`src/rtl/req_enc_pkg.sv`:
```
// Shared constants, types and helpers for the queued 16-to-4 request encoder.
// Contents:
//   NREQ, CODE_W, CNT_W  widths (NREQ must equal 2**CODE_W)
//   code_t               encoded index type
//   req_vec_t            one bit per request line
//   state_t              issue FSM states {IDLE, PRESENT}
//   popcount()           number of set bits in a request vector
//   onehot()             request vector with only bit c set
package req_enc_pkg;

  localparam int unsigned NREQ   = 16;
  localparam int unsigned CODE_W = 4;
  localparam int unsigned CNT_W  = 5;

  typedef logic [CODE_W-1:0] code_t;
  typedef logic [NREQ-1:0]   req_vec_t;

  typedef enum logic {
    IDLE    = 1'b0,
    PRESENT = 1'b1
  } state_t;

  // Count of pending lines, 0..NREQ
  function automatic logic [CNT_W-1:0] popcount(input req_vec_t v);
    logic [CNT_W-1:0] cnt;
    cnt = '0;
    for (int unsigned i = 0; i < NREQ; i++) begin
      cnt = cnt + CNT_W'(v[i]);
    end
    return cnt;
  endfunction

  // Clear mask for an accepted code
  function automatic req_vec_t onehot(input code_t c);
    req_vec_t v;
    v = '0;
    v[c] = 1'b1;
    return v;
  endfunction

endpackage

```
`src/rtl/prio_pick.sv`:
```
// Combinational find-first over the pending set with a rotating start point.
// The search visits start, start+1, ... wrapping modulo NREQ; the first set
// bit wins. With start tied to 0 this is plain lowest-index-first priority.
// Ports:
//   i_pending  [NREQ]    pending request set
//   i_start    [CODE_W]  first index to examine
//   o_found_c  1         at least one bit of i_pending is set
//   o_idx_c    [CODE_W]  winning index (0 when nothing is found)
module prio_pick
  import req_enc_pkg::*;
(
  input  logic [NREQ-1:0]   i_pending,
  input  logic [CODE_W-1:0] i_start,
  output logic              o_found_c,
  output logic [CODE_W-1:0] o_idx_c
);

  // CODE_W-bit addition wraps naturally because NREQ == 2**CODE_W
  always_comb begin
    code_t j;
    o_found_c = 1'b0;
    o_idx_c   = '0;
    j         = '0;
    for (int unsigned k = 0; k < NREQ; k++) begin
      j = i_start + CODE_W'(k);
      if (!o_found_c && i_pending[j]) begin
        o_found_c = 1'b1;
        o_idx_c   = j;
      end
    end
  end

endmodule

```
`src/rtl/req_encoder_16to4.sv`:
```
// Queued 16-to-4 encoder: captures active-low request pulses into a sticky
// pending set and hands out one pending index at a time over valid/ready.
// Build option: define PRIO_ROTATE_EN for round-robin picking (search starts
// after the last accepted code); otherwise the lowest pending index wins.
// Ports:
//   clk          in   1         rising-edge clock
//   rst_n        in   1         asynchronous active-low reset
//   enable_n     in   1         0 = capture requests and issue codes
//   req_n        in   [0:15]    active-low request lines, sampled every clk
//   code         out  [3:0]     encoded index, meaningful while valid=1
//   valid        out  1         code is presented
//   ready        in   1         consumer accepts when valid & ready at an edge
//   pending_cnt  out  [4:0]     popcount of the pending set, one clk behind
module req_encoder_16to4
  import req_enc_pkg::*;
(
  input  logic              clk,
  input  logic              rst_n,
  input  logic              enable_n,
  input  logic [0:NREQ-1]   req_n,
  output logic [CODE_W-1:0] code,
  output logic              valid,
  input  logic              ready,
  output logic [CNT_W-1:0]  pending_cnt
);

  state_t           r_state;
  req_vec_t         r_pending;
  code_t            r_code;
  logic             r_valid;
  logic [CNT_W-1:0] r_cnt;
`ifdef PRIO_ROTATE_EN
  code_t            r_last_ptr;
`endif

  req_vec_t w_req;
  req_vec_t w_clr;
  req_vec_t w_pending_nxt;
  logic     w_accept;
  code_t    w_start;
  logic     w_found;
  code_t    w_idx;

  // req_n is declared [0:15]; map line i to pending bit i explicitly
  always_comb begin
    w_req = '0;
    for (int unsigned i = 0; i < NREQ; i++) begin
      w_req[i] = ~req_n[i] & ~enable_n;
    end
  end

  assign w_accept = r_valid & ready;
  assign w_clr    = w_accept ? onehot(r_code) : '0;

  // Clear first, then OR in new requests so a line held through its own
  // accept stays pending
  assign w_pending_nxt = (r_pending & ~w_clr) | w_req;

`ifdef PRIO_ROTATE_EN
  assign w_start = r_last_ptr + code_t'(1);
`else
  assign w_start = '0;
`endif

  prio_pick u_pick (
    .i_pending (r_pending),
    .i_start   (w_start),
    .o_found_c (w_found),
    .o_idx_c   (w_idx)
  );

  // Pending set, count and issue FSM
  always_ff @(posedge clk or negedge rst_n) begin
    if (!rst_n) begin
      r_state    <= IDLE;
      r_pending  <= '0;
      r_code     <= '0;
      r_valid    <= 1'b0;
      r_cnt      <= '0;
`ifdef PRIO_ROTATE_EN
      r_last_ptr <= code_t'(NREQ - 1);
`endif
    end else begin
      r_pending <= w_pending_nxt;
      r_cnt     <= popcount(r_pending);
      case (r_state)
        IDLE: begin
          if (!enable_n && w_found) begin
            r_code  <= w_idx;
            r_valid <= 1'b1;
            r_state <= PRESENT;
          end
        end
        PRESENT: begin
          // code and valid hold until the consumer takes them
          if (w_accept) begin
            r_valid    <= 1'b0;
            r_state    <= IDLE;
`ifdef PRIO_ROTATE_EN
            r_last_ptr <= r_code;
`endif
          end
        end
        default: begin
          r_valid <= 1'b0;
          r_state <= IDLE;
        end
      endcase
    end
  end

  assign code        = r_code;
  assign valid       = r_valid;
  assign pending_cnt = r_cnt;

endmodule

```
`config.mk`:
```
export PLATFORM = sky130hd
export DESIGN_NAME = req_encoder_16to4
export DESIGN_NICKNAME = d
export VERILOG_FILES = /design/src/rtl/req_enc_pkg.sv /design/src/rtl/prio_pick.sv /design/src/rtl/req_encoder_16to4.sv
export SDC_FILE = /design/constraint.sdc
export NUM_CORES = 1
export LEC_CHECK = 0
export CAP_MARGIN = 10
export CORE_ASPECT_RATIO = 0.8
export CORE_UTILIZATION = 50
export CTS_CLUSTER_SIZE = 25
export DETAILED_ROUTE_END_ITERATION = 16
export GPL_TIMING_DRIVEN = 1
export HOLD_SLACK_MARGIN = 0.05
export PLACE_DENSITY = 0.84
export SLEW_MARGIN = 30
export SYNTH_ARGS = -nofsm -noshare
export SYNTH_HDL_FRONTEND = slang
export SYNTH_SLANG_ARGS = --single-unit
```
`constraint.sdc`:
```
create_clock -name clk -period 3.7 [get_ports clk]
set_input_delay 0.74 -clock clk [delete_from_list [all_inputs] [get_ports clk]]
set_output_delay 0.74 -clock clk [all_outputs]
set_load 0.05 [all_outputs]
```
==> qor.json, run 1 <==
{
  "min_period_over_period_pct": 93.4,
  "fin_util_pct": 68.5,
  "antenna_found_initial": 0,
  "die_ht_um": 52.2,
  "cp_class": "flip-flop to flip-flop",
  "timing.critical_path.mode_cell": "sky130_fd_sc_hd__fa_1",
  "cts_num_sinks": 27,
  "synthTopCellsByArea": "sky130_fd_sc_hd__dfrtp_1 (43%), sky130_fd_sc_hd__fa_1 (13%), sky130_fd_sc_hd__o21ai_0 (11%)",
  "synth_enable_flop_cells": 0,
  "unique_masters_post_synth": 30,
  "final.setup_skew_ns": 0.00713,
  "finalWorstSetupSlack_ns": 0.243,
  "yosysMostFrequentCell": "sky130_fd_sc_hd__o21ai_0",
  "numPortBuffers": 29,
  "postSynthNetCount": 195,
  "switching_power_mw": 0.766,
  "post_route_drc_violation_count": 0,
  "dieArea_sq_um": 3380,
  "setup_viol_count_final": 0,
  "drv_cap": 0,
  "preCtsSetupSlack_ns": 0.254,
  "power.leakage_nw": 0.818,
  "comb_power_share_pct": 60.4,
  "synth_warnings": 0,
  "achievable-frequency_ghz": 0.289,
  "num-nets-final": 229,
  "ctsResizeCount": 0,
  "worstPathRequired_ns": 3.91,
  "max_slew_margin_pct": 63.7,
  "fp-row-count": 17,
  "cts_setup_buffers": 0,
  "clock_tree.htree_level_count": 1,
  "syn_avg_cell_area_sq_um": 9.98,
  "cts_made_buffers": 3,
  "io-pin-count": 30,
  "tritoncts": "yes",
  "drive_above_1_share_pct": 6.28,
  "growth_of_design_area_from_synthesis_to_finish_pct": 24.8,
  "final-hold-violation-count": 0,
  "sequential_to_total_area_share_from_yosys_stat_pct": 42.9,
  "worst_setup_path_end_kind": "flip-flop",
  "timing.critical_path.cells": "fa_1 -> inv_1 -> fa_1 -> fa_1 -> fa_1 -> inv_1 -> ha_1 -> a21o_1 -> a21oi_1 -> xnor2_1",
  "detail_route.vias_per_cell": 5.72,
  "count_of_state_elements_after_synthesis": 27,
  "internal_portion_of_total_power_mw": 0.929,
  "dominantRegCellSynth": "sky130_fd_sc_hd__dfrtp_1",
  "clock_path_buffers": 2,
  "post_drt_wl_per_cell_um": 15.5,
  "worstSkewPairLatency_ns": 0.28,
  "n_antenna_cell": 0,
  "worstSetupStartpointType": "flip-flop",
  "fill_cells": 236,
  "timing.critical_path.arrival_ns": 3.67,
  "placeable_core_region_sq_um": 2870,
  "cp_slowest_stage_delay_ns": 0.60,
  "setup_total_negative_slack_ns": 0,
  "route.vias.total": 1310,
  "synthDominantCellAreaShare_pct": 42.9,
  "detailedRoute.firstPassIterationCount": 6,
  "cp_max_fo": 3,
  "synth_commonest_cells": "sky130_fd_sc_hd__o21ai_0 (35), sky130_fd_sc_hd__dfrtp_1 (27), sky130_fd_sc_hd__inv_1 (21), sky130_fd_sc_hd__fa_1 (10), sky130_fd_sc_hd__nor2_1 (10)",
  "timing.final.crit_period_ns": 3.46,
  "critPathTopFamily": "adder cells",
  "half_perimeter_wire_length_after_placement_mm": 2.78,
  "switching_portion_of_total_power_pct": 45.2,
  "power.ir.vdd_worst_mv": 0.469,
  "number_of_global_route_vias_before_repair": 1349,
  "outcome": "completed",
  "worstHoldPathType": "flip-flop to flip-flop",
  "cts.root.buffer_cell": "sky130_fd_sc_hd__clkbuf_8",
  "finalWirelength_mm": 3.56,
  "maximum_number_of_pins_on_one_net_before_global_route_repair": 28,
  "first_pass_grt_wire_length_mm": 6.07,
  "netlist.top_cell.by_area": "sky130_fd_sc_hd__dfrtp_1",
  "start_util_pct": 54.9,
  "rsz_0062_raised_after_global_routing": "no",
  "power_density_nw_per_um2": 862,
  "r2r_setup_slack_ns": 0.24,
  "global_route.overflow_total": 0,
  "place_congestion": 0.939,
  "transition_time_at_the_pin_with_the_least_slew_margin_ns": 0.543,
  "cp_slowest_cell": "sky130_fd_sc_hd__fa_1",
  "final_antenna_net_count": 0,
  "crit_buf_inv": 2,
  "share_seq_of_total_power_pct": 29.2,
  "cts_hold_buffers": 0,
  "grt_usage_pct": 24.7,
  "synthesis.area_sq_um": 1580,
  "synthesis.instances": 158,
  "power_frac_clock_pct": 10.4,
  "postSynth.asyncResetShare_pct": 100,
  "die_w_um": 64.8,
  "detail_route.iter0.violations": 148,
  "worst_hold_slack_ns": 0.491,
  "final_max_slew_viol_count": 0,
  "path_clk_slew_ns": 0.10
}
## per-stage QoR
step / power [mW] / area [sq um] / cells
6_report: 1.69 / 1970 / 229
5_1_grt: 1.87 / 1970 / 229
4_1_cts: 1.71 / 1970 / 229
3_5_place_dp: 1.53 / 1920 / 225
3_3_place_gp: 1.47 / 1920 / 225
2_1_floorplan: 1.24 / 1580 / 158
## power by group through the flow
stage	logic, mW	clock network (mW)	registers (mW)
after floorplan	0.579	0	0.658
after global placement	0.978	0	0.493
after detailed placement	1.03	0	0.499
after CTS	1.04	0.181	0.495
after global routing	1.17	0.194	0.510
final	1.02	0.176	0.496
## metal layers
| metal | GRT usage (%) | share of wire, % | vias to the layer above |
|---|---|---|---|
| li1 | - | - | 607 |
| met2 | 41.3 | 47 | 61 |
| met5 | 0 | 0 | - |
| met4 | 8.52 | 2.0 | 0 |
| met1 | 29.8 | 42 | 629 |
| met3 | 8.48 | 9.0 | 13 |
## final timing paths
path                               from              to  depth (start not counted)
min reg2reg                     r_state           valid                          1
max                        r_pending[0]  pending_cnt[3]                         10
min                             r_state           valid                          1
max in group asynchronous         rst_n  pending_cnt[0]                          2
max reg2reg                r_pending[0]  pending_cnt[3]                         10
min in group asynchronous         rst_n  pending_cnt[3]                          2
## placed cells by master, fill, tap and decap left out, drive strengths merged
master and count:
a21boi 1, a21o 2, a21oi 4, a221oi 1, and2 2, buf 1, clkbuf 3, clkdlybuf4s50 29
clkinvlp 1, dfrtp 27, fa 10, ha 7, inv 21, nand2 6, nand2b 5, nand3 5
nand4 1, nor2 10, nor2b 2, nor3 1, nor3b 1, o211ai 1, o21a 1, o21ai 35
o22a 2, o311ai 1, o31ai 2, o41a 1, or2 3, or3 2, or4 1, xnor2 2
## flip-flops by register name, summed over array words and instances, names as in the netlist
| signal | cells |
|---|---|
| r_pending | 16 |
| valid | 1 |
| r_state | 1 |
| code | 4 |
| pending_cnt | 5 |
## area by class of cell
| type | count | area, sq um | share of cell area, % |
|---|---|---|---|
| Clock inverter | 1 | 7.51 | 0.382 |
| Inverter | 21 | 78.8 | 4.01 |
| Multi-Input combinational cell | 109 | 818 | 41.6 |
| Tap cell | 38 | 47.5 | 2.42 |
| Sequential cell | 27 | 676 | 34.4 |
| Clock buffer | 3 | 41.3 | 2.10 |
| Timing Repair Buffer | 30 | 298 | 15.1 |
## kinds of logic after synthesis
group,count (synthesis),synth area share (%)
fa+ha+maj,17,18.3
flops,27,42.9
compound gates,51,19.4
buf+inv,22,5.24
simple gates,39,13.2
xor+xnor,2,1.11
Note: power is estimated with default switching activity, not from simulation.
==> run 2, diff against run 1 <==
ABC_AREA = 1   (was unset)
CAP_MARGIN = 40   (was 10)
PLACE_DENSITY = 0.83   (was 0.84)
clock period = 3.2 ns   (was 3.7 ns; I/O delays follow)
==> qor.json, run 2 <==
{
  "worstPathRequired": {"value": 3.39, "unit": "ns", "change": "-0.52 ns"},
  "synthDominantCellAreaShare": {"value": 38.6, "unit": "%", "change": "-4.2 points"},
  "synth_enable_flop_cells": {"value": 0, "change": "unchanged"},
  "min_period_over_period": {"value": 103, "unit": "%", "change": "+10 points"},
  "antenna_found_initial": {"value": 0, "change": "unchanged"},
  "placeable_core_region": {"value": 3200, "unit": "sq um", "change": "+11%"},
  "place_congestion": {"value": 0.886, "change": "-5.6%"},
  "detail_route.iter0.violations": {"value": 80, "change": "-46%"},
  "switching_power": {"value": 0.691, "unit": "mW", "change": "-9.9%"},
  "global_route.overflow_total": {"value": 0, "change": "unchanged"},
  "maximum_number_of_pins_on_one_net_before_global_route_repair": {"value": 28, "change": "unchanged"},
  "clock_path_buffers": {"value": 2, "change": "unchanged"},
  "max_slew_margin": {"value": 63.0, "unit": "%", "change": "-0.73 points"},
  "netlist.top_cell.by_area": "sky130_fd_sc_hd__dfrtp_1",
  "post_route_drc_violation_count": {"value": 0, "change": "unchanged"},
  "grt_usage": {"value": 24.2, "unit": "%", "change": "-0.45 points"},
  "power.leakage": {"value": 1.11, "unit": "nW", "change": "+36%"},
  "setup_total_negative_slack": {"value": -0.333, "unit": "ns", "change": "-0.333 ns"},
  "timing.final.crit_period": {"value": 3.31, "unit": "ns", "change": "-0.147 ns"},
  "fp-row-count": {"value": 18, "change": "+1"},
  "cts.root.buffer_cell": "sky130_fd_sc_hd__clkbuf_8",
  "sequential_to_total_area_share_from_yosys_stat": {"value": 38.6, "unit": "%", "change": "-4.2 points"},
  "synthesis.instances": {"value": 201, "change": "+27%"},
  "share_seq_of_total_power": {"value": 30.6, "unit": "%", "change": "+1.4 points"},
  "count_of_state_elements_after_synthesis": {"value": 27, "change": "unchanged"},
  "rsz_0062_raised_after_global_routing": "yes",
  "yosysMostFrequentCell": "sky130_fd_sc_hd__inv_1",
  "mostFrequentLayoutCells": "sky130_fd_sc_hd__nand2_1 (37), sky130_fd_sc_hd__inv_1 (36), sky130_fd_sc_hd__clkdlybuf4s50_1 (29)",
  "dieArea": {"value": 3740, "unit": "sq um", "change": "+11%"},
  "clock_tree.htree_level_count": {"value": 1, "change": "unchanged"},
  "final_max_slew_viol_count": {"value": 0, "change": "unchanged"},
  "cts_num_sinks": {"value": 27, "change": "unchanged"},
  "drv_cap": {"value": 0, "change": "unchanged"},
  "worst_setup_path_end_kind": "flip-flop",
  "numPortBuffers": {"value": 29, "change": "unchanged"},
  "postSynthNetCount": {"value": 238, "change": "+22%"},
  "achievable-frequency": {"value": 0.302, "unit": "GHz", "change": "+4.4%"},
  "transition_time_at_the_pin_with_the_least_slew_margin": {"value": 0.554, "unit": "ns", "change": "+0.0110 ns"},
  "growth_of_design_area_from_synthesis_to_finish_pct": 28.1,
  "worstSetupStartpointType": "flip-flop",
  "cts_hold_buffers": {"value": 0, "change": "unchanged"},
  "worstSkewPairLatency": {"value": 0.28, "unit": "ns", "change": "about the same"},
  "switching_portion_of_total_power": {"value": 44.0, "unit": "%", "change": "-1.3 points"},
  "power_frac_clock": {"value": 13.6, "unit": "%", "change": "+3.2 points"},
  "start_util": {"value": 54.7, "unit": "%", "change": "-0.21 points"},
  "outcome": "complete, but fails checks",
  "synth_warnings": {"value": 0, "change": "unchanged"},
  "io-pin-count": {"value": 30, "change": "unchanged"},
  "syn_avg_cell_area": {"value": 8.70, "unit": "sq um", "change": "-13%"},
  "postSynth.asyncResetShare": {"value": 100, "unit": "%", "change": "unchanged"},
  "post_drt_wl_per_cell": {"value": 13.7, "unit": "um", "change": "-12%"},
  "power_density": {"value": 701, "unit": "nW/um^2", "change": "-19%"},
  "cp_max_fo": {"value": 2, "change": "-1"},
  "setup_viol_count_final": {"value": 4, "change": "+4"},
  "finished_layout_cell_area": {"value": 2240, "unit": "sq um", "change": "+14%"},
  "worstHoldPathType": "flip-flop to flip-flop",
  "unique_masters_post_synth": {"value": 25, "change": "-17%"},
  "synthTopCellsByArea": "sky130_fd_sc_hd__dfrtp_1 (39%), sky130_fd_sc_hd__fa_1 (11%), sky130_fd_sc_hd__inv_1 (8.2%)",
  "registers.top_by_ff_count": "r_pending",
  "mostFrequentLayoutCell": "sky130_fd_sc_hd__nand2_1",
  "tritoncts": "yes",
  "path_clk_slew": {"value": 0.10, "unit": "ns", "change": "about the same"},
  "finalWirelength": {"value": 3.92, "unit": "mm", "change": "+10%"},
  "largest_register_ffs": {"value": 16, "change": "unchanged"},
  "final.setup_skew": {"value": 0.00247, "unit": "ns", "change": "-0.00466 ns"},
  "dominantRegCellSynth": "sky130_fd_sc_hd__dfrtp_1",
  "finalWorstSetupSlack": {"value": -0.111, "unit": "ns", "change": "-0.353 ns"},
  "cp_slowest_cell": "sky130_fd_sc_hd__fa_1",
  "internal_portion_of_total_power": {"value": 0.881, "unit": "mW", "change": "-5.2%"},
  "synth_commonest_cells": "sky130_fd_sc_hd__inv_1 (38), sky130_fd_sc_hd__nand2_1 (37), sky130_fd_sc_hd__o21ai_0 (28), sky130_fd_sc_hd__dfrtp_1 (27), sky130_fd_sc_hd__nand3_1 (18)",
  "power.ir.vdd_worst": {"value": 0.523, "unit": "mV", "change": "+12%"},
  "number_of_global_route_vias_before_repair": {"value": 1448, "change": "+7.3%"},
  "route.vias.total": {"value": 1567, "change": "+20%"},
  "comb_power_share": {"value": 55.9, "unit": "%", "change": "-4.5 points"},
  "detail_route.vias_per_cell": {"value": 5.48, "change": "-4.2%"},
  "detailedRoute.firstPassIterationCount": {"value": 4, "change": "-2"},
  "half_perimeter_wire_length_after_placement": {"value": 3.16, "unit": "mm", "change": "+14%"},
  "first_pass_grt_wire_length": {"value": 6.42, "unit": "mm", "change": "+5.8%"},
  "preCtsSetupSlack": {"value": -0.146, "unit": "ns", "change": "-0.400 ns"},
  "violated_checks": "negative setup slack",
  "final-hold-violation-count": {"value": 0, "change": "unchanged"},
  "final_antenna_net_count": {"value": 0, "change": "unchanged"},
  "timing.critical_path.mode_cell": "sky130_fd_sc_hd__fa_1",
  "n_antenna_cell": {"value": 0, "change": "unchanged"},
  "synthesis.area": {"value": 1750, "unit": "sq um", "change": "+11%"},
  "drive_above_1_share": {"value": 13.4, "unit": "%", "change": "+7.1 points"},
  "cts_made_buffers": {"value": 3, "change": "unchanged"},
  "die_w": {"value": 68.1, "unit": "um", "change": "+5.2%"},
  "die_ht": {"value": 54.9, "unit": "um", "change": "+5.1%"},
  "placed_area": {"value": 2170, "unit": "sq um", "change": "+13%"},
  "cp_class": "flip-flop to flip-flop",
  "timing.critical_path.arrival": {"value": 3.50, "unit": "ns", "change": "-0.17 ns"},
  "cp_slowest_stage_delay": {"value": 0.56, "unit": "ns", "change": "-0.04 ns"},
  "timing.critical_path.cells": "fa_1 -> inv_1 -> fa_1 -> fa_1 -> fa_1 -> inv_1 -> ha_2 -> inv_2 -> fa_2 -> inv_1",
  "num-nets-final": {"value": 284, "change": "+24%"}
}
[run 2: repair_timing]
action,4_1_cts,5_1_grt
setup buffers,2,0
resized for setup,3,0
pin swaps,4,0
setup endpoints to repair,4,4
[run 2: critical path: cells and delay by family (launching register included)]
| kind | cells | cell delay, ns |
|---|---|---|
| adder cells (fa/ha/maj) | 6 | 2.61 |
| buffers and inverters | 4 | 0.19 |
| flip-flops | 1 | 0.42 |
[run 2: cell families (layout without fill, tap and decap cells)]
kind of cell / Yosys count / count (layout) / share of synthesized area [%]
AOI/OAI and AO/OA: 39 / 39 / 12.4
xor gates and xnor gates: 2 / 2 / 1.00
adders and majority gates: 17 / 17 / 16.5
buffers and inverters: 39 / 84 / 8.37
DFF: 27 / 27 / 38.6
and+or+nand+nor: 77 / 77 / 23.2
[run 2: worst paths after layout]
| kind | start | to | slack [ns] | depth (start not counted) |
|---|---|---|---|---|
| min reg2reg | r_state | r_state | 0.55 | 2 |
| min | r_state | r_state | 0.55 | 2 |
| min in group asynchronous | rst_n | pending_cnt[3] | 0.74 | 2 |
| max reg2reg | r_pending[5] | pending_cnt[1] | -0.11 | 10 |
| max in group asynchronous | rst_n | r_pending[11] | 2.18 | 2 |
| max | r_pending[5] | pending_cnt[1] | -0.11 | 10 |
[run 2: area by class of cell]
cell class | count | area [sq um]
Clock buffer | 3 | 41.3
Clock inverter | 1 | 8.76
Fill cell | 263 | 957
Inverter | 38 | 143
Multi-Input combinational cell | 135 | 932
Sequential cell | 27 | 678
Tap cell | 40 | 50.0
Timing Repair Buffer | 42 | 388
[run 2: power by group through the flow]
stage          clock network (mW)  registers, mW  logic (mW)
3_3_place_gp                    0          0.486       0.804
4_1_cts                     0.215          0.481       0.884
3_5_place_dp                    0          0.491       0.831
2_1_floorplan                   0          0.663       0.399
5_1_grt                     0.231          0.492       0.973
6_report                    0.213          0.481       0.878
[run 2: stage by stage]
step,utilization (%),instances,total power [mW],hold slack [ns]
finish,70.1,286,1.57,0.550
global route,70.1,286,1.70,0.575
CTS,70.1,286,1.58,0.549
floorplan,-,201,1.06,0.344
global placement,68.0,280,1.29,0.516
detailed placement,68.0,280,1.32,0.525
[run 2: per-layer routing]
layer | GRT usage (%) | wire length [um]
met3 | 5.33 | 322
met1 | 33.3 | 1730
met4 | 5.90 | 67
met5 | 0 | 0
met2 | 39.1 | 1810
==> run 3, diff against run 2 <==
ABC_AREA = unset   (was 1)
PLACE_DENSITY = 0.84   (was 0.83)
==> qor.json, run 3 (synthesis results as in run 1) <==
{
  "outcome": "complete, but fails checks",
  "violated_checks": "negative setup slack",
  "detail_route.vias_per_cell": {"value": 5.59, "change": "+1.9%"},
  "finalWorstSetupSlack": {"value": -0.150, "unit": "ns", "change": "-0.0395 ns"},
  "final-hold-violation-count": {"value": 0, "change": "unchanged"},
  "num-nets-final": {"value": 239, "change": "-16%"},
  "die_ht": {"value": 52.2, "unit": "um", "change": "-4.9%"},
  "preCtsSetupSlack": {"value": -0.231, "unit": "ns", "change": "-0.0852 ns"},
  "detail_route.iter0.violations": {"value": 82, "change": "+2.5%"},
  "worst_setup_path_end_kind": "flip-flop",
  "setup_total_negative_slack": {"value": -0.469, "unit": "ns", "change": "-0.136 ns"},
  "achievable-frequency": {"value": 0.298, "unit": "GHz", "change": "-1.2%"},
  "fin_util": {"value": 71.9, "unit": "%", "change": "+1.8 points"},
  "fill_cells": {"value": 217, "change": "-17%"},
  "cts_made_buffers": {"value": 3, "change": "unchanged"},
  "clock_path_buffers": {"value": 2, "change": "unchanged"},
  "power.ir.vdd_worst": {"value": 0.633, "unit": "mV", "change": "+21%"},
  "total_power": {"value": 2.17, "unit": "mW", "change": "+38%"},
  "drive_above_1_share": {"value": 14.9, "unit": "%", "change": "+1.5 points"},
  "largest_register_ffs": {"value": 16, "change": "unchanged"},
  "registers.top_by_ff_count": "r_pending",
  "place.detailed.instances": {"value": 233, "change": "-17%"},
  "setup_viol_count_final": {"value": 4, "change": "unchanged"},
  "cts_hold_buffers": {"value": 0, "change": "unchanged"},
  "max_slew_margin": {"value": 61.8, "unit": "%", "change": "-1.1 points"},
  "cts_num_sinks": {"value": 27, "change": "unchanged"},
  "worstSetupStartpointType": "flip-flop",
  "mostFrequentLayoutCells": "sky130_fd_sc_hd__o21ai_0 (35), sky130_fd_sc_hd__clkdlybuf4s50_1 (29), sky130_fd_sc_hd__dfrtp_1 (27)",
  "clock_tree.htree_level_count": {"value": 1, "change": "unchanged"},
  "antenna_found_initial": {"value": 0, "change": "unchanged"},
  "fp-row-count": {"value": 17, "change": "-1"},
  "finalWirelength": {"value": 3.78, "unit": "mm", "change": "-3.7%"},
  "power.leakage": {"value": 0.853, "unit": "nW", "change": "-23%"},
  "rsz_0062_raised_after_global_routing": "yes",
  "cts.root.buffer_cell": "sky130_fd_sc_hd__clkbuf_8",
  "finish.cell_count_without_fillers": {"value": 239, "change": "-16%"},
  "final_antenna_net_count": {"value": 0, "change": "unchanged"},
  "post_drt_wl_per_cell": {"value": 15.8, "unit": "um", "change": "+15%"},
  "path_clk_slew": {"value": 0.09, "unit": "ns", "change": "about the same"},
  "numPortBuffers": {"value": 29, "change": "unchanged"},
  "timing.critical_path.arrival": {"value": 3.57, "unit": "ns", "change": "+0.07 ns"},
  "io-pin-count": {"value": 30, "change": "unchanged"},
  "place_congestion": {"value": 0.906, "change": "+2.3%"},
  "final_max_slew_viol_count": {"value": 0, "change": "unchanged"},
  "first_pass_grt_wire_length": {"value": 6.22, "unit": "mm", "change": "-3.1%"},
  "global_route.overflow_total": {"value": 0, "change": "unchanged"},
  "maximum_number_of_pins_on_one_net_before_global_route_repair": {"value": 28, "change": "unchanged"},
  "n_antenna_cell": {"value": 0, "change": "unchanged"},
  "post_route_drc_violation_count": {"value": 0, "change": "unchanged"},
  "placeable_core_region": {"value": 2870, "unit": "sq um", "change": "-10%"},
  "growth_of_design_area_from_synthesis_to_finish_pct": 31.0,
  "die_w": {"value": 64.8, "unit": "um", "change": "-4.9%"},
  "half_perimeter_wire_length_after_placement": {"value": 2.87, "unit": "mm", "change": "-9.2%"},
  "timing.final.crit_period": {"value": 3.35, "unit": "ns", "change": "+0.0395 ns"},
  "grt_usage": {"value": 25.2, "unit": "%", "change": "+1.0 points"},
  "transition_time_at_the_pin_with_the_least_slew_margin": {"value": 0.571, "unit": "ns", "change": "+0.0171 ns"},
  "worstHoldPathType": "flip-flop to flip-flop",
  "worstSkewPairLatency": {"value": 0.28, "unit": "ns", "change": "about the same"},
  "cp_max_fo": {"value": 2, "change": "unchanged"},
  "min_period_over_period": {"value": 105, "unit": "%", "change": "+1.2 points"},
  "power_density": {"value": 1050, "unit": "nW/um^2", "change": "+50%"},
  "mostFrequentLayoutCell": "sky130_fd_sc_hd__o21ai_0",
  "number_of_global_route_vias_before_repair": {"value": 1353, "change": "-6.6%"},
  "route.vias.total": {"value": 1335, "change": "-15%"},
  "start_util": {"value": 54.9, "unit": "%", "change": "+0.21 points"},
  "dieArea": {"value": 3380, "unit": "sq um", "change": "-9.5%"},
  "ff_latch_area": {"value": 676, "unit": "sq um", "change": "-0.37%"},
  "detailedRoute.firstPassIterationCount": {"value": 4, "change": "unchanged"},
  "tritoncts": "yes",
  "final.setup_skew": {"value": 0.00163, "unit": "ns", "change": "-0.000839 ns"},
  "multi_input_area": {"value": 845, "unit": "sq um", "change": "-9.4%"},
  "cp_class": "flip-flop to flip-flop",
  "drv_cap": {"value": 0, "change": "unchanged"},
  "worstPathRequired": {"value": 3.42, "unit": "ns", "change": "+0.03 ns"}
}
-- run 3: cell count changes in the layout (fill, tap and decap cells not counted), moves of 5 or more --
cell / change
sky130_fd_sc_hd__nand2_1: -31
sky130_fd_sc_hd__o21ai_0: +7
sky130_fd_sc_hd__nand2b_1: +5
sky130_fd_sc_hd__nand3_1: -13
sky130_fd_sc_hd__inv_1: -18
sky130_fd_sc_hd__nor2_1: +5
-- run 3: area by class of cell --
type / count / area share (%)
multi-input combinational: 109 / 40.9
sequential: 27 / 32.7
timing repair buffer: 40 / 18.1
inverter: 21 / 3.82
tap: 38 / 2.30
clock buffer: 4 / 2.18
-- run 3: worst paths after layout --
check | start | end | slack, ns | depth (start not counted)
max in group asynchronous | rst_n | r_pending[3] | 2.21 | 2
hold / removal | r_state | valid | 0.49 | 1
setup / recovery | r_pending[11] | pending_cnt[4] | -0.15 | 11
min in group asynchronous | rst_n | r_pending[13] | 0.73 | 2
hold reg to reg | r_state | valid | 0.49 | 1
setup reg to reg | r_pending[11] | pending_cnt[4] | -0.15 | 11
-- run 3: metrics by stage --
| stage | cell area (sq um) | hold WS [ns] |
|---|---|---|
| global placement | 1980 | 0.459 |
| detailed placement | 1980 | 0.462 |
| CTS | 2060 | 0.482 |
| finish | 2060 | 0.488 |
| floorplan | 1580 | 0.344 |
| global route | 2060 | 0.530 |
-- run 3: power by group --
group / internal, mW / leakage, nW / total, mW / switching, mW
Sequential: 0.465 / 0.276 / 0.569 / 0.104
Combinational: 0.664 / 0.554 / 1.41 / 0.744
Clock: 0.0895 / 0.0228 / 0.197 / 0.107
-- run 3: worst max-delay path, cell delays in order, from the launching register on --
cell,delay [ns]
sky130_fd_sc_hd__dfrtp_1,0.41
sky130_fd_sc_hd__fa_1,0.49
sky130_fd_sc_hd__fa_1,0.52
sky130_fd_sc_hd__inv_2,0.05
sky130_fd_sc_hd__fa_2,0.54
sky130_fd_sc_hd__fa_2,0.44
sky130_fd_sc_hd__inv_2,0.08
sky130_fd_sc_hd__ha_4,0.13
sky130_fd_sc_hd__inv_2,0.03
sky130_fd_sc_hd__fa_2,0.34
sky130_fd_sc_hd__nor2b_1,0.14
sky130_fd_sc_hd__o21a_1,0.13
-- run 3: repair_timing --
action / in CTS / in global routing
setup buffers: 2 / 0
pin swaps: 10 / 0
endpoints found under the setup margin: 4 / 4
gates resized for setup: 10 / 0
endpoints found under the hold margin: 0 / 0
-- run 3: per-layer routing --
metal / GRT usage [%] / routed length [um] / up-vias
met4: 5.56 / 18 / 0
met3: 6.74 / 303 / 2
met2: 41.5 / 1820 / 57
met5: 0 / 0 / -
met1: 33.6 / 1640 / 649
li1: - / - / 627
